--- src/rtl/muldiv_pkg.sv ---
// Shared encodings for the multiply/divide unit: operation select values,
// controller state encoding and small decode helpers.
package muldiv_pkg;

    typedef enum logic [1:0] {
        OP_MULT  = 2'b00,
        OP_MULTU = 2'b01,
        OP_DIV   = 2'b10,
        OP_DIVU  = 2'b11
    } op_e;

    typedef enum logic [2:0] {
        IDLE    = 3'd0,
        MUL     = 3'd1,
        DIV_RUN = 3'd2,
        DIV_FIX = 3'd3,
        DONE    = 3'd4
    } state_e;

    // Bit 1 of the encoding separates divides from multiplies.
    function automatic logic op_is_div(input op_e op);
        return op[1];
    endfunction

    // Bit 0 of the encoding marks the unsigned variants.
    function automatic logic op_is_signed(input op_e op);
        return ~op[0];
    endfunction

endpackage

--- src/rtl/muldiv_unit_div.sv ---
// Restoring radix-2 divider: captures operand magnitudes on load, retires one
// quotient bit per step, and presents sign-corrected quotient/remainder.
module div_radix2
    import muldiv_pkg::*;
#(
    parameter int W = 32
) (
    input  logic         clk,
    input  logic         rst,
    input  logic         load,
    input  logic         step,
    input  op_e          op,
    input  logic [W-1:0] dividend,
    input  logic [W-1:0] divisor,
    output logic         last_step,
    output logic         divisor_zero,
    output logic [W-1:0] quotient,
    output logic [W-1:0] remainder
);

    localparam int CW = $clog2(W) + 1;

    logic [W-1:0]  rem_q, rem_d;
    logic [W-1:0]  quo_q, quo_d;
    logic [W-1:0]  dvs_q, dvs_d;
    logic [CW-1:0] cnt_q, cnt_d;
    logic          qneg_q, qneg_d;
    logic          rneg_q, rneg_d;
    logic          dz_q, dz_d;
    logic          sgn;
    logic [W:0]    rem_shift;
    logic [W:0]    diff;

    // Load magnitudes and sign fixup flags, then shift/subtract once per step.
    // A zero divisor keeps the quotient un-negated so it stays all ones, and
    // the remainder then naturally ends up equal to the original dividend.
    always_comb begin
        rem_d     = rem_q;
        quo_d     = quo_q;
        dvs_d     = dvs_q;
        cnt_d     = cnt_q;
        qneg_d    = qneg_q;
        rneg_d    = rneg_q;
        dz_d      = dz_q;
        sgn       = op_is_signed(op);
        rem_shift = {rem_q, quo_q[W-1]};
        diff      = rem_shift - {1'b0, dvs_q};
        if (load) begin
            rem_d  = '0;
            quo_d  = (sgn && dividend[W-1]) ? -dividend : dividend;
            dvs_d  = (sgn && divisor[W-1]) ? -divisor : divisor;
            cnt_d  = '0;
            dz_d   = (divisor == '0);
            rneg_d = sgn && dividend[W-1];
            qneg_d = sgn && (dividend[W-1] ^ divisor[W-1]) && (divisor != '0);
        end else if (step) begin
            cnt_d = cnt_q + CW'(1);
            if (!diff[W]) begin
                rem_d = diff[W-1:0];
                quo_d = {quo_q[W-2:0], 1'b1};
            end else begin
                rem_d = rem_shift[W-1:0];
                quo_d = {quo_q[W-2:0], 1'b0};
            end
        end
    end

    // Divider state registers.
    always_ff @(posedge clk) begin
        if (rst) begin
            rem_q  <= '0;
            quo_q  <= '0;
            dvs_q  <= '0;
            cnt_q  <= '0;
            qneg_q <= 1'b0;
            rneg_q <= 1'b0;
            dz_q   <= 1'b0;
        end else begin
            rem_q  <= rem_d;
            quo_q  <= quo_d;
            dvs_q  <= dvs_d;
            cnt_q  <= cnt_d;
            qneg_q <= qneg_d;
            rneg_q <= rneg_d;
            dz_q   <= dz_d;
        end
    end

    // Sign fixup: quotient negated on mixed signs, remainder follows the dividend.
    always_comb begin
        last_step    = (cnt_q == CW'(W - 1));
        divisor_zero = dz_q;
        quotient     = qneg_q ? -quo_q : quo_q;
        remainder    = rneg_q ? -rem_q : rem_q;
    end

endmodule

--- src/rtl/muldiv_unit.sv ---
// Multiply/divide unit: controller FSM, MUL_LAT-deep multiply pipeline and the
// held result registers; the iterative divide datapath lives in div_radix2.
module muldiv_unit
    import muldiv_pkg::*;
#(
    parameter int W       = 32,
    parameter int MUL_LAT = 2
) (
    input  logic           clk,
    input  logic           rst,
    input  logic           flush,
    input  logic           start,
    input  logic [1:0]     op,
    input  logic [W-1:0]   src_a,
    input  logic [W-1:0]   src_b,
    output logic           busy,
    output logic           done,
    output logic [2*W-1:0] result,
    output logic           div_zero
);

    // Register stages between the accept edge and the result register.
    localparam int PD = (MUL_LAT > 1) ? MUL_LAT - 1 : 1;

    state_e           state_q, state_d;
    op_e              op_in;
    logic             accept;
    logic             mul_accept;
    logic             div_load;
    logic             div_step;
    logic [2*W-1:0]   ext_a, ext_b, prod;
    logic [2*W-1:0]   pipe_q [PD];
    logic [2*W-1:0]   pipe_d [PD];
    logic [PD-1:0]    vld_q, vld_d;
    logic             mul_out_vld;
    logic [2*W-1:0]   mul_out;
    logic [2*W-1:0]   result_q, result_d;
    logic             dz_q, dz_d;
    logic             div_last;
    logic             div_dz;
    logic [W-1:0]     div_quo, div_rem;

    // Accept decode and the extended full-width product of the raw operands,
    // which the first pipeline stage captures on the accept edge.
    always_comb begin
        op_in      = op_e'(op);
        accept     = (state_q == IDLE) && start && !flush;
        mul_accept = accept && !op_is_div(op_in);
        div_load   = accept && op_is_div(op_in);
        div_step   = (state_q == DIV_RUN);
        if (op_is_signed(op_in)) begin
            ext_a = {{W{src_a[W-1]}}, src_a};
            ext_b = {{W{src_b[W-1]}}, src_b};
        end else begin
            ext_a = {{W{1'b0}}, src_a};
            ext_b = {{W{1'b0}}, src_b};
        end
        prod = ext_a * ext_b;
    end

    // Multiply pipeline shift; flush drops every valid bit in flight.
    always_comb begin
        pipe_d[0] = mul_accept ? prod : pipe_q[0];
        vld_d[0]  = mul_accept;
        for (int i = 1; i < PD; i++) begin
            pipe_d[i] = pipe_q[i-1];
            vld_d[i]  = vld_q[i-1] && !flush;
        end
        if (MUL_LAT == 1) begin
            mul_out_vld = mul_accept;
            mul_out     = prod;
        end else begin
            mul_out_vld = vld_q[PD-1];
            mul_out     = pipe_q[PD-1];
        end
    end

    // Result/div_zero only change on the edge that leads into a done cycle.
    always_comb begin
        result_d = result_q;
        dz_d     = dz_q;
        if (!flush) begin
            if (mul_out_vld) begin
                result_d = mul_out;
                dz_d     = 1'b0;
            end else if (state_q == DIV_FIX) begin
                result_d = {div_rem, div_quo};
                dz_d     = div_dz;
            end
        end
    end

    // Datapath registers: multiply pipeline, valid bits and held outputs.
    always_ff @(posedge clk) begin
        if (rst) begin
            for (int i = 0; i < PD; i++) begin
                pipe_q[i] <= '0;
            end
            vld_q    <= '0;
            result_q <= '0;
            dz_q     <= 1'b0;
        end else begin
            for (int i = 0; i < PD; i++) begin
                pipe_q[i] <= pipe_d[i];
            end
            vld_q    <= vld_d;
            result_q <= result_d;
            dz_q     <= dz_d;
        end
    end

    // Controller state register.
    always_ff @(posedge clk) begin
        if (rst) begin
            state_q <= IDLE;
        end else begin
            state_q <= state_d;
        end
    end

    // Next-state logic; a single-cycle multiply skips the MUL state entirely.
    always_comb begin
        state_d = state_q;
        case (state_q)
            IDLE: begin
                if (div_load) begin
                    state_d = DIV_RUN;
                end else if (mul_accept) begin
                    state_d = (MUL_LAT == 1) ? DONE : MUL;
                end
            end
            MUL:     if (mul_out_vld) state_d = DONE;
            DIV_RUN: if (div_last) state_d = DIV_FIX;
            DIV_FIX: state_d = DONE;
            DONE:    state_d = IDLE;
            default: state_d = IDLE;
        endcase
        if (flush) begin
            state_d = IDLE;
        end
    end

    // Status outputs decoded from the current state.
    always_comb begin
        busy     = (state_q == MUL) || (state_q == DIV_RUN) || (state_q == DIV_FIX);
        done     = (state_q == DONE);
        result   = result_q;
        div_zero = dz_q;
    end

    div_radix2 #(
        .W(W)
    ) u_div (
        .clk          (clk),
        .rst          (rst),
        .load         (div_load),
        .step         (div_step),
        .op           (op_in),
        .dividend     (src_a),
        .divisor      (src_b),
        .last_step    (div_last),
        .divisor_zero (div_dz),
        .quotient     (div_quo),
        .remainder    (div_rem)
    );

endmodule
--- config.mk ---
export PLATFORM = sky130hd
export DESIGN_NAME = muldiv_unit
export DESIGN_NICKNAME = d
export VERILOG_FILES = /design/src/rtl/muldiv_pkg.sv /design/src/rtl/muldiv_unit_div.sv /design/src/rtl/muldiv_unit.sv
export SDC_FILE = /design/constraint.sdc
export NUM_CORES = 2
export LEC_CHECK = 0
export BUFFER_PORTS_ARGS = -buffer_cell sky130_fd_sc_hd__buf_2
export CAP_MARGIN = 20
export CELL_PAD_IN_SITES_DETAIL_PLACEMENT = 1
export CELL_PAD_IN_SITES_GLOBAL_PLACEMENT = 2
export CORE_MARGIN = 2
export CORE_UTILIZATION = 45
export CTS_CLUSTER_DIAMETER = 80
export DETAILED_ROUTE_END_ITERATION = 12
export PLACE_DENSITY = 0.93
export SYNTH_ARGS = -nofsm -noshare
export SYNTH_HDL_FRONTEND = slang
export SYNTH_SLANG_ARGS = --single-unit
--- constraint.sdc ---
create_clock -name clk -period 36.5 [get_ports clk]
set_input_delay 9.125 -clock clk [delete_from_list [all_inputs] [get_ports clk]]
set_output_delay 9.125 -clock clk [all_outputs]
set_load 0.05 [all_outputs]
Word-level counts from Yosys, hierarchy flattened
Memory sizes are Yosys's and may differ from the RTL's.
Cells that the tools add are included.
- output and inout bits: 67
- memory bits (writable): 64
- register bits: 174
- bits of input ports: 70
- memories kept: 1
- word-level logic and storage cells: 77
- memories (memory ; words ; bits a word ; read ports ; clocked after memory_dff ; wr ports ; RTL line ; RTL):
    pipe_q ; 1 ; 64 ; 1 ; 0 ; 1 ; muldiv_unit.sv:32 ; logic [2*W-1:0] pipe_q [PD];
- reductions and logical operators: 22
- multiplexer cells: 25
- multipliers: 1
- bitwise gates (word level): 3
- equality and inequality tests: 8
- add/subtract/negate cells: 6
- operators with widths (operator ; number):
    $mux W64 ; 6
    $mux W32 ; 7
    $neg A32 Y32 ; 4
    $mul A64 B64 Y64 ; 1
    $reduce_or A64 Y1 ; 1
    $sub A33 B32 Y33 ; 1
    $logic_not A32 Y1 ; 1
    $reduce_bool A32 Y1 ; 1
    $mux W3 ; 4
    $pmux W3 S4 ; 1
    $logic_and A1 B1 Y1 ; 8
    $mux W1 ; 7
    $add A6 B1 Y6 const B ; 1
    $eq A3 B2 Y1 const B ; 2
    $eq A6 B5 Y1 const B ; 1
    $reduce_bool A2 Y1 ; 2
    $reduce_or A2 Y1 ; 2
    $eq A3 B1 Y1 const B ; 1
    $eq A3 B3 Y1 const B ; 1
    $logic_not A3 Y1 ; 1
    $ne A3 B3 Y1 const B ; 1
    $reduce_and A3 Y1 ; 1
    $logic_not A1 Y1 ; 2
    $logic_or A1 B1 Y1 ; 2
    5 further kinds ; 6

Longest topological paths before layout
- depth in word-level cells: 7
- depth in mapped cells: 37
- depth with buffers taken out: 34

Cells and area by module
From an unflattened synthesis, not the netlist that was laid out.
- cell total of the unflattened synthesis: 6791
- area, all modules: 61665.4 µm²
- modules (own cells, without submodules) (module ; cells an instance ; area each (µm²) ; times used ; sequential area each (µm²)):
    muldiv_unit ; 5647 ; 53040.9 ; 1 ; 2662.6
    div_radix2 ; 1144 ; 8624.5 ; 1 ; 2102.0

Least setup slack after synthesis
No wires, ideal clock.
- path kind: input to register
- from: in src_a[31]
- to: mem pipe_q[0][63] (netlist bit)
- path buffers: 5
- library setup time: 0.086 ns
- slack: 18.138 ns
- arrival: 18.276 ns
- stages on the path: 33
- data required time: 36.414 ns
- cells stage by stage: clkbuf_1 -> nor2b_1 -> clkbuf_1 -> clkbuf_1 -> clkbuf_1 -> nand2_1 -> fa_1 -> inv_1 -> fa_1 -> fa_1 -> inv_1 -> fa_1 -> inv_1 -> fa_1 -> fa_1 -> fa_1 -> fa_1 -> fa_1 -> inv_1 -> fa_1 -> inv_1 -> ha_1 -> clkbuf_1 -> a21oi_1 -> o21ai_0 -> a21o_1 -> a211oi_1 -> a21oi_1 -> o31ai_2 -> o21ai_1 -> a221oi_1 -> xnor2_1 -> a211oi_1
- cells in the longest elaborated chain, start to end: 4
- ends and longest elaborated chain (item ; RTL line ; RTL):
    start: declaration ; muldiv_unit.sv:14 ; input logic [W-1:0] src_a,
    $mux W64 ; muldiv_unit.sv:51 ; if (op_is_signed(op_in)) begin
    $mul A64 B64 Y64 ; muldiv_unit.sv:58 ; prod = ext_a * ext_b;
    $mux W64 ; muldiv_unit.sv:63 ; pipe_d[0] = mul_accept ? prod : pipe_q[0];
    $mux W64 (no source line) ; -- ;
    end: declaration ; muldiv_unit.sv:32 ;
Every way passes these cells.

Worst setup path after layout
- from: in src_a[31]
- to: mem pipe_q[0][62] (netlist bit)
The elaborated chain is that of the path after synthesis.

==> metrics.md <==
| Metric | Value |
|---|---|
| Status | `finished clean` |
| Register area share after synthesis | `under 10%` |
| Maximum clock path buffer count | `3` |
| Worst reg-to-reg path cell count | `14` |
| DP Area | `roughly 63000 um^2` |
| Placement Setup Slack | `around 16 ns` |
| First-pass GRT wire length | `about 330000 um` |
| Async SR Flop Fraction | `0%` |
| IO buf count | `~140` |
| Yosys reg bits | `238` |
| Number of cells on the worst hold path | `2` |
| Fin. Hold Viols | `0` |
| Main synth FF type | `dfxtp_1` |
| Min cycle time layout | `a little under 20 ns` |
| Top cells by area, synth | `fa_1, inv_1, dfxtp_1, ha_1, and2_1` |
| Clock Sinks | `roughly 240` |
| Core Region | `around 140000 um^2` |
| TritonCTS buffer count | `24` |
| Vias post-DR | `around 48k` |
| CP Launch Type | `input pin` |
| Slew @ Worst Pin | `~1.2 ns` |
| FILL cells | `15.8k` |
| Endpoint, Worst Hold | `result[57]$_SDFFE_PP0P_` |
| Fin area | `between 60000 and 70000 um^2` |
| Post-CTS Resized | `0` |
| CP Max Fanout | `35` |
| Total Routing Usage GR | `roughly 31%` |
| Final-stage net count | `roughly 8.6k` |
| Die X | `373 um` |
| Max Freq | `between 50 and 60 MHz` |
| Cell Area, Synth | `roughly 61000 um^2` |
| Final ANT Viol Nets | `0` |
| Height of the die | `approximately 370 um` |
| Setup violators final | `0` |
| Setup ws final | `16.77 ns` |
| Post-synth top area share | `46.2%` |
| Area of the multi-input gates | `just under 50000 um^2` |
| Post-CTS Setup Repair Bufs | `0` |
| Number of remaining DRC errors | `0` |
| Total wire length | `~210000 um` |
| Crit path required time | `between 30 and 40 ns` |
| # H-tree levels | `1` |
| Post-Synthesis Cells | `between 6k and 7k` |
| Hold_sp | `result[57]$_SDFFE_PP0P_` |
| Initial drt markers | `3322` |
| Initial Util | `45.3%` |
| Number of synthesized flops with an enable pin | `0` |
| Max-slew headroom | `between 20 and 25%` |
| Setup CP Type | `in -> reg` |
| Layout cell share with drive strength beyond 1 | `approximately 4.2%` |
| Setup TNS | `0 ns` |
| Synth cell types | `75` |
| Worst EP arrival | `20.17 ns` |
| Initial antenna violation count | `11` |
| Die ar. | `between 100000 and 150000 um^2` |
| Rows | `between 100 and 150` |
| Max cap viols | `0` |
| FF/Latch Area | `between 4000 and 5000 um^2` |
| Post-synth top area cell | `fa_1` |
| RR Startpoint | `u_div.quo_q[31]$_SDFFE_PP0P_` |
| Overflow after GRT | `0` |
| Vias in the first global route | `54.3k` |
| Reg clk slew, reported paths | `about 0.07 ns` |
| Syn. warnings | `0` |
| Synth Net Count | `8764` |
| Post-DR wirelength/cell | `24.7 um` |
| Detailed placer's ending HPWL | `roughly 170000 um` |
| Clock Skew | `roughly 0.04 ns` |
| Largest net degree at the start of global routing | `80` |
| Clock Latency Late Sink | `between 0.5 and 0.6 ns` |
| Routed vias/inst | `between 5 and 6` |
| Final Wtd Congestion | `~0.95` |
| Tcrit/Tclk final | `a little over half` |
| Synth Area per Inst | `approximately 9 um^2` |
| Final count of pins violating max slew | `0` |
| Worst hold path type | `reg -> reg` |
| FF-to-FF End | `u_div.rem_q[4]$_SDFFE_PP0P_` |
| Ports | `approximately 140` |
| Critical Path Sink Type | `flop` |
| Root Driver | `clkbuf_16` |
| Initial DRT Pass Iterations | `6` |
| Reg2reg setup slack | `~32 ns` |
| Area grow syn2layout | `4.61%` |
| CTS tree | `built` |
| RSZ-0062 raised after global routing | `false` |
| CTS Hold Bufs | `0` |
## how the worst max path moves through the flow
stage,start,to,depth (start not counted)
after CTS,src_a[31],pipe_q[0][62]$_SDFFE_PP0P_,27
after detailed placement,src_a[31],pipe_q[0][62]$_SDFFE_PP0P_,27
after floorplan,src_a[31],pipe_q[0][63]$_SDFFE_PP0P_,33
final,src_a[31],pipe_q[0][62]$_SDFFE_PP0P_,27
after global placement,src_a[31],pipe_q[0][62]$_SDFFE_PP0P_,27
after global routing,src_a[31],pipe_q[0][62]$_SDFFE_PP0P_,27
## critical path, cell delays in order
cell and delay, ns:
buf_2 0.69, nand2_1 0.67, nor2_1 0.77, fa_1 0.30, inv_1 0.13, fa_1 0.72
inv_1 0.10, fa_1 0.99, inv_1 0.23, fa_1 0.55, inv_1 0.07, fa_1 0.49
fa_1 0.54, fa_1 0.46, fa_1 0.51, fa_1 0.50, inv_1 0.05, fa_1 0.49
inv_1 0.04, ha_1 0.44, nand4_1 0.16, or4_1 0.59, o41ai_1 0.67, a21oi_1 0.29
o21ai_0 0.31, a21o_1 0.16, nand3_1 0.06
## cell families (layout without fill, tap and decap cells)
kind of cell | Yosys count | count (layout) | synth area share (%)
compound gates | 753 | 753 | 7.45
xor+xnor | 261 | 261 | 3.74
fa+ha+maj | 1769 | 1769 | 53.4
buf+inv | 1965 | 1819 | 12.1
flops | 238 | 238 | 7.77
mux | 34 | 34 | 0.555
other cells | 0 | 6 | 0
simple gates | 1906 | 1906 | 15.0
## layer usage
metal  vias to the layer above  track usage, %  part of all wire, %
met3                       397            4.60                  7.5
li1                      20300               -                    -
met5                         -               0                0.022
met1                     25100            40.2                   41
met2                      1722            52.3                   48
met4                         8            10.9                  3.8
## flip-flops by register name, indices dropped and copies added, names as in the netlist
signal              count
div_zero                1
mul_out_vld             1
pipe_q                 64
result                 64
state_q                 3
u_div.cnt_q             6
u_div.divisor_zero      1
u_div.dvs_q            32
u_div.qneg_q            1
u_div.quo_q            32
u_div.rem_q            32
u_div.rneg_q            1
## Yosys cell counts (16+ instances only)
master and count:
ha_1 352, nor2_1 165, inv_1 1567, mux2i_1 34
o21ai_0 183, a21o_1 57, clkbuf_1 351, buf_1 40
a22oi_1 29, nand2_1 915, xor2_1 110, o31ai_1 34
or3_1 22, and2_1 582, nand4_1 29, a21oi_1 283
a211oi_1 42, a31oi_1 19, xnor2_1 150, nand3_1 46
dfxtp_1 238, or4_1 16, fa_1 1416, nor3_1 48
## cell type report
cell class / count / area share [%]
multi-input combinational: 4723 / 76.7
inverter: 1568 / 9.17
sequential: 238 / 7.43
tap: 1781 / 3.47
timing repair buffer: 210 / 1.94
clock buffer: 32 / 1.05
clock inverter: 9 / 0.214
antenna: 6 / 0.0234
## metrics by stage
step | hold slack (ns) | instances | util, %
after detailed placement | 0.447 | 8520 | 46.8
final | 0.451 | 8567 | 47.4
after CTS | 0.456 | 8561 | 47.4
after global routing | 0.466 | 8562 | 47.4
after floorplan | 0.425 | 6926 | -
after global placement | 0.439 | 8520 | 46.8
## layout by cell type, fill, tap and decap left out, types with 5 or more instances in the layout
master	synthesis	final
a31oi_1	19	19
a21o_1	57	57
diode_2	0	6
o21a_1	15	15
xnor2_1	150	150
buf_2	2	135
nor3_1	48	48
nor2b_1	10	8
o211ai_1	12	12
nand2_1	915	914
xor2_1	110	110
inv_1	1567	1567
a211oi_1	42	42
a21oi_1	283	283
o21bai_1	11	10
nor4_1	9	9
buf_4	1	74
and2_1	582	580
a311oi_1	6	6
or2_2	7	7
dfxtp_1	238	237
o41ai_1	12	12
a22oi_1	29	29
o31ai_1	34	34
o21ai_0	183	183
nor2_1	165	164
nand4_1	29	29
and3_1	15	14
ha_1	352	352
and4_1	5	5
or3_1	22	22
a31o_2	8	8
or4_1	16	16
fa_1	1416	1416
clkbuf_16	0	24
nand3_1	46	46
nand2b_1	13	13
mux2i_1	34	34
a221oi_1	5	5
Power is not shown: default switching activity piles up to over one toggle a cycle in this logic, so the estimate is an artifact.
